<file path="config.mk">
export PLATFORM = sky130hd
export DESIGN_NAME = beam_delay_ctrl_flat
export DESIGN_NICKNAME = d
export VERILOG_FILES = /design/src/rtl/beam_delay_ctrl_if.sv /design/src/rtl/beam_delay_ctrl.sv /design/src/flat_wrapper.sv
export SDC_FILE = /design/constraint.sdc
export NUM_CORES = 1
export LEC_CHECK = 0
export ABC_AREA = 0
export ABC_CLOCK_PERIOD_IN_PS = 2900
export CAP_MARGIN = 20
export CELL_PAD_IN_SITES_DETAIL_PLACEMENT = 1
export CELL_PAD_IN_SITES_GLOBAL_PLACEMENT = 1
export CORE_ASPECT_RATIO = 0.75
export CORE_MARGIN = 5
export CORE_UTILIZATION = 43
export CTS_BUF_LIST = sky130_fd_sc_hd__clkbuf_8
export CTS_CLUSTER_SIZE = 30
export DETAILED_ROUTE_END_ITERATION = 12
export PLACE_DENSITY_LB_ADDON = 0.2
export SETUP_SLACK_MARGIN = 0.5
export SYNTH_ARGS = -nofsm -noshare
export SYNTH_HDL_FRONTEND = slang
export SYNTH_SLANG_ARGS = --single-unit
</file>
<file path="constraint.sdc">
create_clock -name clk -period 2.9 [get_ports clk]
set_input_delay 0.435 -clock clk [delete_from_list [all_inputs] [get_ports clk]]
set_output_delay 0.435 -clock clk [all_outputs]
set_load 0.01 [all_outputs]
</file>
<file path="src/rtl/beam_delay_ctrl_if.sv">
// beam_delay_ctrl_if
//   Serial configuration handshake for the beam delay controller.
//   cfg_valid : a config bit is present this cycle (driven by the master)
//   cfg_bit   : serial config data, MSB first   (driven by the master)
//   cfg_ready : the controller accepts a bit this cycle (driven by the slave)
interface beam_delay_ctrl_if;
  logic cfg_valid;
  logic cfg_bit;
  logic cfg_ready;

  modport master (output cfg_valid, output cfg_bit, input cfg_ready);
  modport slave  (input cfg_valid, input cfg_bit, output cfg_ready);
endinterface

</file>
<file path="src/rtl/beam_delay_ctrl.sv">
// beam_delay_ctrl
//   Receives serial config frames {channel[2:0], delay[IDX_W-1:0], parity},
//   stages accepted delays per channel in shadow registers and applies all
//   staged channels together on the next audio frame boundary.
// Ports:
//   clk, reset    : rising-edge clock, synchronous active-high reset
//   cfg           : serial config handshake (slave side)
//   frame_strobe  : one-cycle frame boundary pulse
//   delay_flat    : active read index per channel, channel c at [c*IDX_W +: IDX_W]
//   pending       : per-channel staged-but-uncommitted flags
//   commit_pulse  : one cycle after a strobe that applied staged values
//   err_pulse     : one cycle after a frame was rejected
//   err_code      : last error cause (1 parity, 2 channel range, 3 timeout)
//   err_count     : rejected frames, saturating at 255
module beam_delay_ctrl #(
  parameter int NUM_CHANNELS = 8,
  parameter int BUFFER_SIZE  = 16,
  parameter int TIMEOUT      = 64,
  localparam int IDX_W       = $clog2(BUFFER_SIZE)
) (
  input  logic                          clk,
  input  logic                          reset,
  beam_delay_ctrl_if.slave              cfg,
  input  logic                          frame_strobe,
  output logic [NUM_CHANNELS*IDX_W-1:0] delay_flat,
  output logic [NUM_CHANNELS-1:0]       pending,
  output logic                          commit_pulse,
  output logic                          err_pulse,
  output logic [1:0]                    err_code,
  output logic [7:0]                    err_count
);

  localparam int FRAME_LEN = 4 + IDX_W;
  localparam int CNT_W     = $clog2(FRAME_LEN + 1);
  localparam int GAP_W     = $clog2(TIMEOUT + 1);

  typedef enum logic [1:0] {
    IDLE  = 2'd0,
    SHIFT = 2'd1,
    CHECK = 2'd2
  } state_t;

  // The parity bit makes the whole frame (parity included) carry an even number of ones.
  function automatic logic parity_ok(input logic [FRAME_LEN-1:0] frame);
    return ~(^frame);
  endfunction

  state_t                   state_r, state_nxt_s;
  logic                     ready_r;
  logic                     xfer_s, timeout_s, check_s;
  logic [FRAME_LEN-1:0]     frame_r;
  logic [CNT_W-1:0]         bit_cnt_r;
  logic [GAP_W-1:0]         gap_cnt_r;
  logic [2:0]               ch_s;
  logic [IDX_W-1:0]         dly_s;
  logic                     par_ok_s, ch_ok_s, accept_s, err_s;
  logic [1:0]               code_s;
  logic [NUM_CHANNELS-1:0]  accept_mask_s;
  logic                     commit_s;
  logic [IDX_W-1:0]         shadow_r [NUM_CHANNELS];
  logic [NUM_CHANNELS*IDX_W-1:0] delay_r;
  logic [NUM_CHANNELS-1:0]  pending_r;
  logic                     commit_pulse_r, err_pulse_r;
  logic [1:0]               err_code_r;
  logic [7:0]               err_count_r;

  assign xfer_s        = cfg.cfg_valid & ready_r;
  assign cfg.cfg_ready = ready_r;

  assign ch_s     = frame_r[FRAME_LEN-1 -: 3];
  assign dly_s    = frame_r[IDX_W:1];
  assign par_ok_s = parity_ok(frame_r);
  assign ch_ok_s  = ({29'd0, ch_s} < 32'(NUM_CHANNELS));
  // The pending set seen here is the pre-CHECK one, so a frame accepted on
  // the strobe cycle waits for the following strobe.
  assign commit_s = frame_strobe & (pending_r != {NUM_CHANNELS{1'b0}});

  // State register; ready is registered from the next state so it is low exactly during CHECK.
  always_ff @(posedge clk) begin
    if (reset) begin
      state_r <= IDLE;
      ready_r <= 1'b1;
    end else begin
      state_r <= state_nxt_s;
      ready_r <= (state_nxt_s != CHECK);
    end
  end

  // Next-state logic and frame-level control strobes.
  always_comb begin
    state_nxt_s = state_r;
    timeout_s   = 1'b0;
    check_s     = 1'b0;
    case (state_r)
      IDLE: begin
        if (xfer_s) state_nxt_s = SHIFT;
        else        state_nxt_s = IDLE;
      end
      SHIFT: begin
        // cfg_ready is high in SHIFT, so no transfer means cfg_valid is low.
        if (xfer_s) begin
          if (bit_cnt_r == CNT_W'(FRAME_LEN - 1)) state_nxt_s = CHECK;
          else                                     state_nxt_s = SHIFT;
        end else if (gap_cnt_r == GAP_W'(TIMEOUT - 1)) begin
          timeout_s   = 1'b1;
          state_nxt_s = IDLE;
        end else begin
          state_nxt_s = SHIFT;
        end
      end
      CHECK: begin
        check_s     = 1'b1;
        state_nxt_s = IDLE;
      end
      default: state_nxt_s = IDLE;
    endcase
  end

  // Frame verdict: parity beats channel range; timeouts never coincide with CHECK.
  always_comb begin
    accept_s = 1'b0;
    err_s    = 1'b0;
    code_s   = 2'd0;
    if (timeout_s) begin
      err_s  = 1'b1;
      code_s = 2'd3;
    end else if (check_s) begin
      if (!par_ok_s) begin
        err_s  = 1'b1;
        code_s = 2'd1;
      end else if (!ch_ok_s) begin
        err_s  = 1'b1;
        code_s = 2'd2;
      end else begin
        accept_s = 1'b1;
      end
    end else begin
      accept_s = 1'b0;
    end
  end

  // One-hot of the channel being staged this cycle.
  always_comb begin
    accept_mask_s = {NUM_CHANNELS{1'b0}};
    for (int c = 0; c < NUM_CHANNELS; c++) begin
      if (accept_s && (ch_s == 3'(c))) accept_mask_s[c] = 1'b1;
      else                             accept_mask_s[c] = 1'b0;
    end
  end

  // Serial shifter, bit counter and inter-bit gap counter.
  always_ff @(posedge clk) begin
    if (reset) begin
      frame_r   <= {FRAME_LEN{1'b0}};
      bit_cnt_r <= {CNT_W{1'b0}};
      gap_cnt_r <= {GAP_W{1'b0}};
    end else begin
      if (xfer_s) begin
        frame_r   <= {frame_r[FRAME_LEN-2:0], cfg.cfg_bit};
        bit_cnt_r <= (state_r == IDLE) ? CNT_W'(1) : bit_cnt_r + CNT_W'(1);
        gap_cnt_r <= {GAP_W{1'b0}};
      end else if (state_r == SHIFT) begin
        gap_cnt_r <= timeout_s ? {GAP_W{1'b0}} : gap_cnt_r + GAP_W'(1);
      end else begin
        gap_cnt_r <= {GAP_W{1'b0}};
      end
    end
  end

  // Shadow staging, pending flags and atomic commit into the active indices.
  always_ff @(posedge clk) begin
    if (reset) begin
      delay_r        <= {(NUM_CHANNELS*IDX_W){1'b0}};
      pending_r      <= {NUM_CHANNELS{1'b0}};
      commit_pulse_r <= 1'b0;
      for (int c = 0; c < NUM_CHANNELS; c++) shadow_r[c] <= {IDX_W{1'b0}};
    end else begin
      for (int c = 0; c < NUM_CHANNELS; c++) begin
        if (commit_s && pending_r[c]) delay_r[c*IDX_W +: IDX_W] <= shadow_r[c];
        if (accept_mask_s[c])         shadow_r[c] <= dly_s;
      end
      pending_r      <= (commit_s ? {NUM_CHANNELS{1'b0}} : pending_r) | accept_mask_s;
      commit_pulse_r <= commit_s;
    end
  end

  // Error reporting; accepted frames leave err_code alone.
  always_ff @(posedge clk) begin
    if (reset) begin
      err_pulse_r <= 1'b0;
      err_code_r  <= 2'd0;
      err_count_r <= 8'd0;
    end else begin
      err_pulse_r <= err_s;
      if (err_s) err_code_r <= code_s;
      if (err_s && (err_count_r != 8'hFF)) err_count_r <= err_count_r + 8'd1;
    end
  end

  assign delay_flat   = delay_r;
  assign pending      = pending_r;
  assign commit_pulse = commit_pulse_r;
  assign err_pulse    = err_pulse_r;
  assign err_code     = err_code_r;
  assign err_count    = err_count_r;

endmodule

</file>
<file path="src/flat_wrapper.sv">
// flat-port wrapper written by rule: the top's interface ports become plain ports
module beam_delay_ctrl_flat 
#(
  parameter int NUM_CHANNELS = 8,
  parameter int BUFFER_SIZE  = 16,
  parameter int TIMEOUT      = 64,
  localparam int IDX_W       = $clog2(BUFFER_SIZE)
)
  (clk, reset, frame_strobe, delay_flat, pending, commit_pulse, err_pulse, err_code, err_count, cfg_cfg_valid, cfg_cfg_bit, cfg_cfg_ready);
  beam_delay_ctrl_if cfg_i ();
  input  logic clk;
  input  logic reset;
  input  logic frame_strobe;
  output logic [NUM_CHANNELS*IDX_W-1:0] delay_flat;
  output logic [NUM_CHANNELS-1:0] pending;
  output logic commit_pulse;
  output logic err_pulse;
  output logic [1:0] err_code;
  output logic [7:0] err_count;
  input wire logic [$bits(cfg_i.cfg_valid)-1:0] cfg_cfg_valid;
  input wire logic [$bits(cfg_i.cfg_bit)-1:0] cfg_cfg_bit;
  output wire logic [$bits(cfg_i.cfg_ready)-1:0] cfg_cfg_ready;
  assign cfg_i.cfg_valid = cfg_cfg_valid;
  assign cfg_i.cfg_bit = cfg_cfg_bit;
  assign cfg_cfg_ready = cfg_i.cfg_ready;
  beam_delay_ctrl #(.NUM_CHANNELS(NUM_CHANNELS), .BUFFER_SIZE(BUFFER_SIZE), .TIMEOUT(TIMEOUT)) u_core (.clk(clk), .reset(reset), .cfg(cfg_i), .frame_strobe(frame_strobe), .delay_flat(delay_flat), .pending(pending), .commit_pulse(commit_pulse), .err_pulse(err_pulse), .err_code(err_code), .err_count(err_count));
endmodule
</file>
==> out/qor.yml, run 1 <==
logic_synthesis:
  yosys.area.top_type_share_pct: 36.6
  synth_area_leader_cell: "dfxtp_1"
  synth-adder-area-share_pct: 0.926
  synth-xor-area-share_pct: 2.99
  synth_mux_area_share_pct: 0.247
  yosys_warnings: 0
  synth.most_common_cell: "nand2_1"
  yosys-top-cells-area: "dfxtp_1 (37%), edfxtp_1 (24%), nand2_1 (8.8%), a21oi_1 (7.2%), nand3_1 (4.9%)"
  yosys.area_share.simple_pct: 23.6
  synth-compound-area-share_pct: 9.29
  ys_top_cells_by_count: "nand2_1 (95), dfxtp_1 (74), a21oi_1 (58)"
  synthDistinctLibCells: 39
  syn-num-nets: 437
  syn_avg_cell_area_um2: 9.45
  ys_seq_area_share_pct: 60.3
  synth_area_um2: 4050
  synth_top_family_by_area: "simple AND/OR/NAND/NOR gates"
  synth_cells: 429
  yosys_register_bits: 106
  synthArstFlopShare_pct: 0
  synth_edf_count: 32
  ys.flop_type: "dfxtp_1"
placement:
  dp_slack_ns: 0.577
  port_buffers: 57
  place_congestion: 0.744
  dp.final_hpwl_um: 6590
critical_path:
  path_class: "reg2reg"
  worstSetupStartpoint: "u_core.gap_cnt_r[0]$_SDFF_PP0_"
  reg2reg_depth: 7
  cp.arrival_ns: 2.59
  worstPathMaxFanout: 12
  end_kind: "register"
  r2r_start: "u_core.gap_cnt_r[0]$_SDFF_PP0_"
  crit_end: "u_core.err_count[7]$_SDFFE_PP0P_"
  regToRegSetupSlack_ns: 0.62
  cp-start-kind: "register"
  cp_data_required_time_ns: 3.20
  r2r-end: "u_core.err_count[7]$_SDFFE_PP0P_"
cts:
  clockRootBuffer: "clkbuf_8"
  clock_latency_ns: 0.38
  ctsHoldBuffers: 0
  cts_tree: "built"
  clock-sinks: 106
  cts-resized-gates: 0
  path_clk_slew_ns: 0.09
  cts_setup_buffers: 0
  cts_buffer_depth: 2
  cts_made_buffers: 9
  cts-htree-levels: 3
power:
  leakage_nw: 1.69
  ir_worst_vdd_mv: 0.341
  p_comb_share_pct: 2.8
  power_switching_mw: 0.559
  seq_power_share_pct: 55.4
  powerDensity_nw_per_um2: 561
  clock_power_share_pct: 41.7
  p_int_mw: 2.24
  switching_share_pct: 20.0
timing:
  fmax_mhz: 438
  rsz0062_at_grt: "no"
  tightest_slew_ns: 0.674
  relSlewSlack_pct: 55.1
  setup_viol: 0
  setup_ws_ns: 0.616
  setup_tns_ns: 0
  finalClockSkew_ns: 0.00718
  fin_hold_ws_ns: 0.436
  hold_viol: 0
  period_needed_ns: 2.28
  finalCritPeriodShare_pct: 78.8
  drv_slew: 0
worst_hold_path:
  hp-class: "reg2reg"
grt:
  grt_max_degree: 63
  overflow: 0
  met3_usage_pct: 4.33
  grt_pass1_wl_um: 16100
  use_met1_pct: 23.5
  grtUsageMet2_pct: 28.8
  first_global_vias: 3253
  track_usage_pct: 17.8
  grt.busiest_layer: "met2"
  antenna_found_initial: 0
final_layout:
  final_nets: 490
  drive_gt1_share_pct: 5.75
  syn2layout_area_growth_pct: 23.2
  fillers: 1038
  ff_latch_area_um2: 2440
  n_antenna_cell: 0
  utilization_pct: 54.7
  multi_input_area_um2: 1500
route:
  vias: 3196
  drt-initial-drc-count: 208
  drc_errors: 0
  antenna_left: 0
  wl_um: 9730
  vias_per_cell: 5.20
  dr.pass1.iters: 4
  wl_per_cell_um: 15.8
floorplanning:
  core_um2: 9120
  die_h_um: 94.1
  placementRows: 30
  die_x_um: 122
  die-area_um2: 11500
  io_pins: 58
  start_util_pct: 44.4
status:
  outcome: "finished, final reports clean"
run:
  max_cap_viol_count: 0
[worst min-delay path by stage]
stage / startpoint / to / slack, ns / cells after the start
2_1_floorplan: u_core.gap_cnt_r[6]$_SDFF_PP0_ / u_core.gap_cnt_r[6]$_SDFF_PP0_ / 0.41 / 2
3_3_place_gp: u_core.gap_cnt_r[6]$_SDFF_PP0_ / u_core.gap_cnt_r[6]$_SDFF_PP0_ / 0.42 / 2
3_5_place_dp: u_core.gap_cnt_r[6]$_SDFF_PP0_ / u_core.gap_cnt_r[6]$_SDFF_PP0_ / 0.43 / 2
4_1_cts: u_core.gap_cnt_r[6]$_SDFF_PP0_ / u_core.gap_cnt_r[6]$_SDFF_PP0_ / 0.44 / 2
5_1_grt: u_core.gap_cnt_r[6]$_SDFF_PP0_ / u_core.gap_cnt_r[6]$_SDFF_PP0_ / 0.46 / 2
6_report: u_core.gap_cnt_r[6]$_SDFF_PP0_ / u_core.gap_cnt_r[6]$_SDFF_PP0_ / 0.44 / 2
[cell usage in the layout (no fill, tap or decap), drive strengths merged, types with 7 or more instances in the layout]
master	count
nand3	40
inv	7
a21oi	58
nand2b	9
edfxtp	32
nor2	40
clkdlybuf4s50	56
clkbuf	10
nand2	95
xnor2	8
dfxtp	74
[cells by family after synthesis]
group	Yosys count
mux	1
fa+ha+maj	3
xor+xnor	13
compound gates	69
simple gates	212
flops	106
buf+inv	25
[final cells by class]
cell class / count / share of cell area [%]
inverter: 6 / 0.451
timing repair buffer: 61 / 11.9
multi-input combinational: 298 / 30.1
tap: 128 / 3.21
clock buffer: 10 / 2.76
sequential: 106 / 48.9
clock inverter: 6 / 2.58
[metal layers]
metal / vias up / part of all wire, %
met5: - / 0
met2: 51 / 47
met3: 14 / 3.5
met1: 1560 / 48
met4: 0 / 1.3
li1: 1571 / -
[power by group through the flow]
stage | logic, mW | clock network, mW | registers (mW)
floorplan | 0.0555 | 0 | 1.58
global placement | 0.0756 | 0 | 1.59
detailed placement | 0.0794 | 0 | 1.59
CTS | 0.0798 | 1.19 | 1.55
global route | 0.0879 | 1.26 | 1.56
finish | 0.0789 | 1.17 | 1.55
[through the flow]
stage | cells | total power [mW] | area [µm²]
3_3_place_gp | 599 | 1.66 | 4720
6_report | 615 | 2.80 | 4990
2_1_floorplan | 429 | 1.64 | 4050
5_1_grt | 615 | 2.90 | 4990
4_1_cts | 615 | 2.83 | 4990
3_5_place_dp | 599 | 1.67 | 4720
[critical path, cell delays in order, from the launching register on]
cell and delay [ns]:
dfxtp_1 0.37, ha_1 0.21, and4_1 0.24, nand3b_2 0.12, or3_4 0.39, a21boi_4 0.19
or4_1 0.53, a21oi_1 0.16
[sequential cells by signal, indices dropped and copies added, names as in the netlist]
signal / flops
u_core.gap_cnt_r: 7
u_core.cfg.cfg_ready: 1
u_core.frame_r: 8
u_core.err_count: 8
u_core.shadow_r: 32
u_core.commit_pulse: 1
u_core.pending: 8
u_core.state_r: 2
u_core.err_pulse: 1
u_core.err_code: 2
u_core.bit_cnt_r: 4
u_core.delay_flat: 32
(Power assumes the default switching activity.)
==> inputs of run 2 (changes only) <==
- ABC_CLOCK_PERIOD_IN_PS: 2900 -> 2400
- clock period: 2.9 -> 2.4 ns (I/O delays scaled with it)
==> run 2 against run 1 <==
Via count increased by 3.2%. Final cell count grew 2.9%. Sequential share of layout area down 2.1 points. Die area unchanged. Clock power down 21%. Largest power group unchanged. Highest routed layer unchanged.
==> out/qor.yml, run 2 (synthesis results as in run 1) <==
cts:
  cts-htree-levels: 3  # unchanged
  cts_made_buffers: 9  # unchanged
  cts_buffer_depth: 2  # unchanged
  path_clk_slew_ns: 0.09  # about the same
  clockRootBuffer: "clkbuf_8"
  clock-sinks: 106  # unchanged
  cts_tree: "built"
  clock_latency_ns: 0.36  # -0.02 ns
  ctsHoldBuffers: 0  # unchanged
final_layout:
  final_cell_mix: "nand2_1 (82), dfxtp_1 (61), a21oi_1 (56), clkdlybuf4s50_1 (56)"
  drive_gt1_share_pct: 16.2  # +10 points
  ff_latch_area_um2: 2470  # +0.97%
  multi_input_area_um2: 1720  # +14%
  instances_no_fill: 633  # +2.9%
  fillers: 1031  # -0.67%
  final_nets: 508  # +3.7%
  syn2layout_area_growth_pct: 29.8
  n_antenna_cell: 0  # unchanged
  layout.cells.most_common: "nand2_1"
timing:
  setup_viol: 0  # unchanged
  finalClockSkew_ns: 0.00756  # +0.000382 ns
  fmax_mhz: 497  # +13%
  period_needed_ns: 2.01  # -0.271 ns
  finalCritPeriodShare_pct: 83.9  # +5.1 points
  hold_viol: 0  # unchanged
  relSlewSlack_pct: 54.8  # -0.23 points
  rsz0062_at_grt: "yes"
  tightest_slew_ns: 0.678  # +0.00347 ns
  setup_tns_ns: 0  # unchanged
  drv_slew: 0  # unchanged
route:
  antenna_left: 0  # unchanged
  drc_errors: 0  # unchanged
  dr.pass1.iters: 4  # unchanged
  vias: 3298  # +3.2%
  vias_per_cell: 5.21  # +0.26%
  wl_per_cell_um: 16.2  # +2.1%
  drt-initial-drc-count: 160  # -23%
  wl_um: 10200  # +5.1%
critical_path:
  worstPathCellList: "ha_4 -> and4_4 -> nand3b_4 -> or3_4 -> a21boi_4 -> or4_1 -> a21oi_1"
  regToRegSetupSlack_ns: 0.39  # -0.23 ns
  cp.arrival_ns: 2.31  # -0.28 ns
  worstPathMaxFanout: 5  # -7
  worstSetupStartpoint: "u_core.gap_cnt_r[1]$_SDFF_PP0_"
  r2r_start: "u_core.gap_cnt_r[1]$_SDFF_PP0_"
  cp_slowest_cell: "or4_1"
  path_class: "reg2reg"
  end_kind: "register"
  critical_path.top_delay_family: "simple AND/OR/NAND/NOR gates"
  crit_path_max_incr_delay_ns: 0.49  # -0.04 ns
  cp_data_required_time_ns: 2.70  # -0.50 ns
  cp.buffers_inverters: 0  # unchanged
  cp-start-kind: "register"
power:
  powerDensity_nw_per_um2: 554  # -1.3%
  ir_worst_vdd_mv: 0.233  # -32%
  leakage_nw: 1.84  # +9.0%
run:
  max_cap_viol_count: 0  # unchanged
floorplanning:
  die-area_um2: 11500  # unchanged
  io_pins: 58  # unchanged
  die_x_um: 122  # unchanged
  core_um2: 9120  # unchanged
  die_h_um: 94.1  # unchanged
  start_util_pct: 44.4  # unchanged
  placementRows: 30  # unchanged
worst_hold_path:
  min-delay-start: "reset"
  hp-class: "in2reg"
placement:
  dp.final_hpwl_um: 6530  # -0.92%
  place_inst: 600  # +0.17%
  port_buffers: 57  # unchanged
  place_congestion: 0.725  # -2.5%
grt:
  grt_max_degree: 62  # -1.6%
  first_global_vias: 3351  # +3.0%
  grt_pass1_wl_um: 16200  # +0.86%
  overflow: 0  # unchanged
  antenna_found_initial: 0  # unchanged
  track_usage_pct: 17.9  # +0.15 points
status:
  outcome: "finished, final reports clean"
==> run 2: cell types whose count changed in the layout (fill, tap and decap cells not counted), sizes merged <==
cell	delta
buf	+17
bufinv	-4
inv	+4
a21boi	+1
clkbuf	-1
clkinv	+1
==> run 2: final cells by class <==
cell class | count | share of cell area (%)
Clock buffer | 9 | 2.35
Clock inverter | 7 | 0.523
Inverter | 6 | 0.428
Multi-Input combinational cell | 299 | 32.7
Sequential cell | 106 | 46.9
Tap cell | 128 | 3.04
Timing Repair Buffer | 78 | 14.1
==> run 2: repair_timing <==
item,CTS,global route
setup buffers,7,9
resized for setup,14,39
pin swaps,3,6
gates cloned,1,0
endpoints found under the setup margin,42,71
==> run 2: per-stage QoR <==
step	total power [mW]	util, %	worst slack [ns]	hold slack (ns)	instance area [µm²]
after floorplan	1.98	-	0.519	0.412	4080
after global placement	2.01	52.3	0.230	0.423	4770
after detailed placement	2.02	52.3	0.167	0.437	4770
after CTS	2.94	55.1	0.401	0.339	5030
after global routing	3.03	57.7	0.328	0.388	5260
final	2.91	57.7	0.386	0.356	5260
==> run 2: power by group <==
part           internal (mW)  switching [mW]
sequential              1.86          0.0150
combinational         0.0376          0.0793
clock                  0.355           0.566
total                   2.25           0.660
==> run 2: final timing paths <==
check / endpoint / depth (start not counted)
setup / recovery: u_core.err_count[7]$_SDFFE_PP0P_ / 7
hold / removal: u_core.gap_cnt_r[6]$_SDFF_PP0_ / 4
setup reg to reg: u_core.err_count[7]$_SDFFE_PP0P_ / 7
hold reg to reg: u_core.gap_cnt_r[0]$_SDFF_PP0_ / 1
==> run 2: tightest hold or removal path: cells and delay by family <==
family,cells,cell delay (ns)
buffers and inverters,1,0.11
AO/OA/AOI/OAI,1,0.05
AND/OR/NAND/NOR,2,0.17
==> run 2: routing by layer <==
metal  wire, µm  global-route usage (%)
met1       4850                    24.0
met2       4870                    29.1
met3        406                    3.79
met4        100                    5.78
met5          0                       0
==> inputs of run 3 (changes only) <==
- ABC_CLOCK_PERIOD_IN_PS: 2400 -> 1660
- CORE_UTILIZATION: 43 -> 39
- clock period: 2.4 -> 1.66 ns (I/O delays scaled with it)
==> run 3 against run 2 <==
The run now ends with negative setup slack left. Core utilization up 1.9 points. Combinational power up 91%. Maximum frequency down 2.2%. Flip-flop and latch count unchanged. Die area up 9.3%. Global-route usage up 0.44 points. First-iteration DRC count down 18%. Final cell count up 9.8%. Routed wire length up 26%.
==> out/qor.yml, run 3 (synthesis results as in run 1) <==
cts:
  clock-sinks: 106  # unchanged
  cts_buffer_depth: 2  # unchanged
  clockRootBuffer: "clkbuf_8"
  cts_made_buffers: 9  # unchanged
  ctsHoldBuffers: 0  # unchanged
  cts_tree: "built"
  cts-htree-levels: 3  # unchanged
  clock_latency_ns: 0.37  # about the same
  path_clk_slew_ns: 0.10  # about the same
floorplanning:
  die-area_um2: 12600  # +9.3%
  placementRows: 32  # +6.7%
  die_h_um: 98.3  # +4.5%
  start_util_pct: 39.7  # -4.7 points
  io_pins: 58  # unchanged
  die_x_um: 128  # +4.6%
  core_um2: 10200  # +12%
route:
  vias: 3560  # +7.9%
  drt-initial-drc-count: 131  # -18%
  drc_errors: 0  # unchanged
  vias_per_cell: 5.12  # -1.7%
  wl_um: 12900  # +26%
  antenna_left: 0  # unchanged
  wl_per_cell_um: 18.6  # +15%
  dr.pass1.iters: 4  # unchanged
worst_hold_path:
  hp-class: "in2reg"
  min-delay-start: "reset"
timing:
  rsz0062_at_grt: "yes"
  setup_ws_ns: -0.399  # -0.786 ns
  drv_slew: 0  # unchanged
  setup_viol: 72  # +72
  fmax_mhz: 486  # -2.2%
  hold_viol: 0  # unchanged
  finalClockSkew_ns: 0.00747  # -0.0000885 ns
  finalCritPeriodShare_pct: 124  # +40 points
  tightest_slew_ns: 0.629  # -0.0483 ns
  period_needed_ns: 2.06  # +0.0457 ns
  setup_tns_ns: -11.26  # -11.26 ns
  relSlewSlack_pct: 58.0  # +3.1 points
critical_path:
  r2r_start: "u_core.gap_cnt_r[1]$_SDFF_PP0_"
  end_kind: "register"
  worstSetupStartpoint: "u_core.gap_cnt_r[1]$_SDFF_PP0_"
  cp.arrival_ns: 2.36  # +0.05 ns
  worstPathMaxFanout: 7  # +2
  cp-start-kind: "register"
  path_class: "reg2reg"
  cp_data_required_time_ns: 1.96  # -0.74 ns
final_layout:
  layout.cells.most_common: "nand2_1"
  final_cell_mix: "nand2_1 (75), dfxtp_2 (56), a21oi_1 (50)"
  final_nets: 562  # +11%
  n_antenna_cell: 0  # unchanged
  drive_gt1_share_pct: 50.6  # +34 points
  syn2layout_area_growth_pct: 50.1
  instances_no_fill: 695  # +9.8%
power:
  switching_share_pct: 21.4  # -1.2 points
  p_int_mw: 3.81  # +69%
  clock_power_share_pct: 39.5  # +7.9 points
  leakage_nw: 2.44  # +33%
  seq_power_share_pct: 55.9  # -8.5 points
  powerDensity_nw_per_um2: 797  # +44%
  power_switching_mw: 1.04  # +57%
  ir_worst_vdd_mv: 0.429  # +84%
  p_comb_share_pct: 4.6  # +0.6 points
  power_mw: 4.85  # +66%
placement:
  place_congestion: 0.760  # +4.9%
  port_buffers: 57  # unchanged
  place_inst: 655  # +9.2%
  dp.final_hpwl_um: 7550  # +16%
  dp_slack_ns: -0.458  # -0.624 ns
grt:
  track_usage_pct: 18.4  # +0.44 points
  first_global_vias: 3704  # +11%
  grt_max_degree: 50  # -19%
  antenna_found_initial: 0  # unchanged
  grt_pass1_wl_um: 18500  # +14%
  overflow: 0  # unchanged
run:
  max_cap_viol_count: 0  # unchanged
status:
  failed_checks: "negative setup slack"
  outcome: "finished, violations left"
==> run 3: cell count changes in the layout (fill, tap and decap cells not counted), moves of 8 or more <==
| cell | change |
|---|---|
| clkdlybuf4s50_1 | -52 |
| dfxtp_1 | -46 |
| dfxtp_2 | +46 |
| buf_2 | +43 |
| buf_4 | +30 |
| buf_6 | +28 |
| nor2_1 | -21 |
| nor2_4 | +16 |
| nand2_4 | +13 |
| nand2_2 | -8 |
==> run 3: layout make-up <==
type                            count  area (µm²)
Clock inverter                      6         106
Fill cell                        1143        4130
Tap cell                          136         170
Timing Repair Buffer              133        1070
Inverter                            6        22.5
Clock buffer                       10         138
Sequential cell                   106        2520
Multi-Input combinational cell    298        2060
==> run 3: final timing paths <==
kind / to / slack [ns] / depth (start not counted)
worst max-delay path: u_core.err_count[7]$_SDFFE_PP0P_ / -0.40 / 7
worst max register to register: u_core.err_count[7]$_SDFFE_PP0P_ / -0.40 / 7
worst min register to register: u_core.delay_flat[23]$_SDFFE_PP0P_ / 0.45 / 2
worst min-delay path: u_core.delay_flat[13]$_SDFFE_PP0P_ / 0.28 / 2
==> run 3: what timing repair did <==
item | CTS | global route
resized for setup | 303 | 101
cloned | 0 | 0
setup buffers | 19 | 5
pin swaps | 7 | 22
endpoints found under the setup margin | 147 | 95
==> run 3: routing by layer <==
metal  vias up  global-route usage, %  wire length [µm]
met5         -                      0                 0
met4         0                   5.06               163
met3        15                   4.10               404
met2        61                   32.8              6900
met1      1771                   22.3              5470
li1       1713                      -                 -
==> run 3: through the flow <==
stage / hold slack, ns / util [%] / cell area [µm²]
2_1_floorplan: 0.385 / - / 4140
3_3_place_gp: 0.424 / 50.7 / 5180
3_5_place_dp: 0.449 / 50.7 / 5180
4_1_cts: 0.259 / 55.1 / 5630
5_1_grt: 0.293 / 59.6 / 6080
6_report: 0.281 / 59.6 / 6080
==> run 3: power by group through the flow <==
stage	Clock, mW	Sequential [mW]	Combinational, mW
5_1_grt	2.04	2.71	0.238
3_3_place_gp	0	2.77	0.163
3_5_place_dp	0	2.77	0.168
4_1_cts	1.95	2.71	0.186
6_report	1.91	2.71	0.224
2_1_floorplan	0	2.77	0.103
==> run 3: critical path, stage by stage, from the launching register on <==
cell and delay [ns]:
dfxtp_2 0.36, ha_4 0.13, and4_4 0.22, nand3b_4 0.08
or3_4 0.34, a21boi_4 0.18, or4_1 0.51, a21oi_1 0.17
